[src/rtl/l2cache_arbiter.sv]
// Round-robin arbiter that shares one L2 request port among NUM_REQ L1 caches.
// One transaction in flight. The winning request is latched and held on the L2 port until l2_resp_i.
module l2cache_arbiter #(
  parameter int NUM_REQ    = 2,
  parameter int ADDR_WIDTH = 32,
  parameter int DATA_WIDTH = 256,
  localparam int IW        = (NUM_REQ > 1) ? $clog2(NUM_REQ) : 1
) (
  input  logic                                 clk,
  input  logic                                 rst_n,
  input  logic [NUM_REQ-1:0]                   req_read_i,
  input  logic [NUM_REQ-1:0]                   req_write_i,
  input  logic [NUM_REQ-1:0][ADDR_WIDTH-1:0]   req_addr_i,
  input  logic [NUM_REQ-1:0][DATA_WIDTH-1:0]   req_wdata_i,
  output logic [NUM_REQ-1:0]                   req_resp_o,
  output logic [DATA_WIDTH-1:0]                req_rdata_o,
  output logic                                 l2_read_o,
  output logic                                 l2_write_o,
  output logic [ADDR_WIDTH-1:0]                l2_addr_o,
  output logic [DATA_WIDTH-1:0]                l2_wdata_o,
  input  logic                                 l2_resp_i,
  input  logic [DATA_WIDTH-1:0]                l2_rdata_i,
  output logic                                 busy_o
);

  typedef enum logic [1:0] {IDLE, ISSUE, DONE} state_e;

  state_e                  state_q, state_d;
  logic [IW-1:0]           rr_ptr_q, rr_ptr_d, grant_q, grant_d;
  logic [ADDR_WIDTH-1:0]   addr_q, addr_d;
  logic [DATA_WIDTH-1:0]   wdata_q, wdata_d, rdata_q, rdata_d;
  logic                    l2_read_q, l2_read_d, l2_write_q, l2_write_d;
  logic [NUM_REQ-1:0]      resp_q, resp_d;
  logic [NUM_REQ-1:0]      req_any;
  logic                    win_found;
  logic [IW-1:0]           win_idx;
  logic [IW:0]             scan;

  assign req_any = req_read_i | req_write_i;

  // Scan from the far end back toward rr_ptr so the nearest requester is the last to be assigned and wins.
  always_comb begin
    win_found = 1'b0;
    win_idx   = '0;
    scan      = '0;
    for (int off = NUM_REQ - 1; off >= 0; off--) begin
      scan = {1'b0, rr_ptr_q} + (IW+1)'(off);
      if (scan >= (IW+1)'(NUM_REQ)) scan = scan - (IW+1)'(NUM_REQ);
      if (req_any[scan[IW-1:0]]) begin
        win_found = 1'b1;
        win_idx   = scan[IW-1:0];
      end
    end
  end

  always_comb begin
    state_d    = state_q;
    rr_ptr_d   = rr_ptr_q;
    grant_d    = grant_q;
    addr_d     = addr_q;
    wdata_d    = wdata_q;
    rdata_d    = rdata_q;
    l2_read_d  = l2_read_q;
    l2_write_d = l2_write_q;
    resp_d     = '0;
    case (state_q)
      IDLE: if (win_found) begin
        grant_d    = win_idx;
        addr_d     = req_addr_i[win_idx];
        wdata_d    = req_wdata_i[win_idx];
        // A requester raising read and write together is served as a write.
        l2_write_d = req_write_i[win_idx];
        l2_read_d  = req_read_i[win_idx] & ~req_write_i[win_idx];
        state_d    = ISSUE;
      end
      ISSUE: if (l2_resp_i) begin
        rdata_d          = l2_rdata_i;
        l2_read_d        = 1'b0;
        l2_write_d       = 1'b0;
        resp_d[grant_q]  = 1'b1;
        rr_ptr_d         = (grant_q == IW'(NUM_REQ - 1)) ? '0 : grant_q + 1'b1;
        state_d          = DONE;
      end
      DONE:    state_d = IDLE;
      default: state_d = IDLE;
    endcase
  end

  always_ff @(posedge clk or negedge rst_n) begin
    if (!rst_n) begin
      state_q    <= IDLE;
      rr_ptr_q   <= '0;
      grant_q    <= '0;
      addr_q     <= '0;
      wdata_q    <= '0;
      rdata_q    <= '0;
      l2_read_q  <= 1'b0;
      l2_write_q <= 1'b0;
      resp_q     <= '0;
    end else begin
      state_q    <= state_d;
      rr_ptr_q   <= rr_ptr_d;
      grant_q    <= grant_d;
      addr_q     <= addr_d;
      wdata_q    <= wdata_d;
      rdata_q    <= rdata_d;
      l2_read_q  <= l2_read_d;
      l2_write_q <= l2_write_d;
      resp_q     <= resp_d;
    end
  end

  assign req_resp_o  = resp_q;
  assign req_rdata_o = rdata_q;
  assign l2_read_o   = l2_read_q;
  assign l2_write_o  = l2_write_q;
  assign l2_addr_o   = addr_q;
  assign l2_wdata_o  = wdata_q;
  assign busy_o      = (state_q != IDLE);

endmodule

[config.mk]
export PLATFORM = sky130hd
export DESIGN_NAME = l2cache_arbiter
export DESIGN_NICKNAME = d
export VERILOG_FILES = /design/src/rtl/l2cache_arbiter.sv
export SDC_FILE = /design/constraint.sdc
export NUM_CORES = 1
export LEC_CHECK = 0
export ABC_AREA = 1
export BUFFER_PORTS_ARGS = -buffer_cell sky130_fd_sc_hd__buf_4
export CAP_MARGIN = 20
export CORE_AREA = 2 2 539 541
export DETAILED_ROUTE_END_ITERATION = 7
export DIE_AREA = 0 0 541 543
export PLACE_DENSITY = 0.3
export SLEW_MARGIN = 20
export SYNTH_ARGS = -nofsm -noshare
export SYNTH_HDL_FRONTEND = slang
export SYNTH_SLANG_ARGS = --single-unit
export TNS_END_PERCENT = 5
[constraint.sdc]
create_clock -name clk -period 2 [get_ports clk]
set_input_delay 0.3 -clock clk [delete_from_list [all_inputs] [get_ports clk]]
set_output_delay 0.3 -clock clk [all_outputs]
set_load 0.05 [all_outputs]
==> out/results.txt <==
reg-to-reg slack, setup - 150 ps
Worst path top cell family by delay - flip-flops
largest net degree at the start of global routing - 148
Sw Share - 54.3%
total gr overflow - 0
drt first pass iters - 5
Die ar. - 294000 um2
Routed WL - 222000 um
RSZ-0062 raised after global routing - no
WS Path Type - flop to output pin
peak fanout along the critical path - 2
gp weighted congestion - 0.886
Layout area overhead - 105%
switching pwr - 48.5 mW
crit-path max cell delay - 400 ps
Synth Flop Type - dfrtp_1
worst slew pin tran - 884 ps
post-synth top area share - 53.5%
final hold viol count - 0
sequential share of power - 23.2%
# port buffers - 1387
DRC Markers - 0
element type at the critical path start - flop
Post-DP HPWL - 184000 um
minimum hold slack - 66.3 ps
min Tclk post-route - 1850 ps
DR WL/cell - 23.5 um
WP data required - 1700 ps
antenna violations before repair - 122
register area share after synthesis - 53.5%
vias in the first global route - 33600
Max-Slew Margin vs Limit - 41.0%
synthesized area - 25800 um2
EDFF count, synth - 0
1st-iter DRT viols - 1872
detail-routed via count per cell - 3.38
clock sink count - 552
outcome - completed
Yosys warning count - 0
min-delay worst type - input port to flop
ranking of synthesized cells by area - dfrtp_1, nand2_1, nand3b_1
initial core utilization - 8.98%
H-Tree Depth - 3
Max stage delay cell, worst path - dfrtp_1
combinational power share - 59.9%
Max Slew Vio Count - 0
Site Rows - 197
nets - 6381
Yosys cell types - 19
CP Capture Type - output pin
clk root buf - clkbuf_16
GRT Util Overall - 14.5%
count leader, synth - nand2_1
Leak - 26.8 nW
global-route wire length before repair - 296000 um
Crit path arrival time - 1550 ps
crit path buf inv count - 2
Int Power - 40.8 mW
crit path cell chain - nor2_4, inv_2, buf_6
Clk pwr share - 16.9%
syn avg cell area - 7.83 um2
Synth area leader - dfrtp_1
synth cell count leaders - nand2_1, dfrtp_1, inv_1, nand3_1, nand3b_1
Reg clk slew, reported paths - 60 ps
IO Pins - 1388
core area - 287000 um2
Die H - 543 um
CTS tree - done
Inserted Clock Buffers - 84
worst skew pair latency - 770 ps
fmax - 541 MHz
cells after synthesis - 3297
layout cells sized above 1 - 29.8%
fillers - 32600
max_cap viols - 0
DIE WIDTH - 541 um
Net Count, Synth - 4136
FF+latch count, synth - 552
Post-synth ARST share - 100%
Worst Skew - 51.2 ps
overall power - 89.3 mW
vias - 31800
Clock Tree Buf Depth - 4
peak supply drop - 757 uV
Pwr Density - 1690 nW/um2
final period utilization - 92.5%
endpoints failing setup - 0
ANT nets after route - 0
## sequential cells by signal, summed over array words and instances, names as in the netlist
signal       cells
grant_q          1
state_q          2
rr_ptr_q         1
l2_read_o        1
l2_write_o       1
req_resp_o       2
req_rdata_o    256
l2_addr_o       32
l2_wdata_o     256
## per-stage QoR
stage | TNS (ps) | instances | instance area [um2] | worst slack (ps) | utilization, %
floorplan | 0 | 3297 | 25800 | 599 | -
global placement | -19710 | 8396 | 41600 | -215 | 14.5
detailed placement | -17220 | 8396 | 41600 | -219 | 14.5
CTS | -5.34 | 9380 | 52800 | -5.34 | 18.4
global route | 0 | 9400 | 52800 | 8.48 | 18.4
finish | 0 | 9422 | 52900 | 150 | 18.4
## cell type report
cell class                      count  area [um2]  area share (%)
Sequential cell                   552       13800            26.1
Tap cell                         3781        4730            8.94
Multi-Input combinational cell   2234        9890            18.7
Inverter                          296        1130            2.14
Clock inverter                     24         309           0.584
Clock buffer                      120        2390            4.51
Timing Repair Buffer             2374       20500            38.8
Antenna cell                       41         103           0.194
## worst register-to-register path: cells and delay by family, from the launching register on
family        cells  cell delay [ps]
buf+inv           4              940
simple gates      4              420
flops             1              400
## cells by family (layout without fill, tap and decap cells)
kind of cell	Yosys count	count (layout)	synth area share (%)
compound gates	5	5	0.116
flops	552	552	53.5
buf+inv	511	2814	8.34
simple gates	2229	2229	38.0
other cells	0	41	0
## cell usage in the layout (no fill, tap or decap), drive strengths merged
master       count
dfrtp          552
nand3          289
inv            297
o31ai            1
clkbuf         121
nor2             9
bufinv           5
o21bai           1
diode           41
nand2         1643
dlygate4sd3    839
a21oi            1
clkinvlp         2
nand3b         288
o21ai            2
buf           1534
clkinv          16
## power groups by stage
stage	clock network, mW	logic, mW	registers (mW)
after global placement	0	52.8	20.7
final	15.1	53.5	20.7
after CTS	15.8	54.6	20.7
after floorplan	0	11.3	38.6
after detailed placement	0	52.8	20.7
after global routing	16.2	57.2	21.4
## layer usage
| metal | vias to the layer above | part of all wire [%] | global-route usage (%) | routed length, um |
|---|---|---|---|---|
| li1 | 14700 | - | - | - |
| met1 | 15500 | 44 | 18.9 | 98300 |
| met2 | 1368 | 44 | 22.6 | 96600 |
| met3 | 297 | 9.9 | 5.79 | 22000 |
| met4 | 52 | 2.0 | 2.85 | 4430 |
| met5 | - | 0.15 | 0 | 330 |
## final timing paths
check / startpoint / endpoint / depth (start not counted)
setup / recovery: state_q[0] / busy_o / 3
hold / removal: req_wdata_i[487] / l2_wdata_o[231] / 5
setup reg to reg: state_q[0] / l2_wdata_o[227] / 8
hold reg to reg: req_rdata_o[108] / req_rdata_o[108] / 2
max in group asynchronous: rst_n / req_rdata_o[220] / 3
min in group asynchronous: rst_n / l2_wdata_o[148] / 3
## what timing repair did
| item | CTS | global route |
|---|---|---|
| hold buffers | 839 | 0 |
| setup endpoints to repair | 213 | 68 |
| endpoints found under the hold margin | 1095 | 0 |
| buffers inserted | 1 | 0 |
| pin swaps | 1 | 0 |
| cloned | 0 | 1 |
| resized for setup | 8 | 0 |
Power figures use the tool's default switching activity.
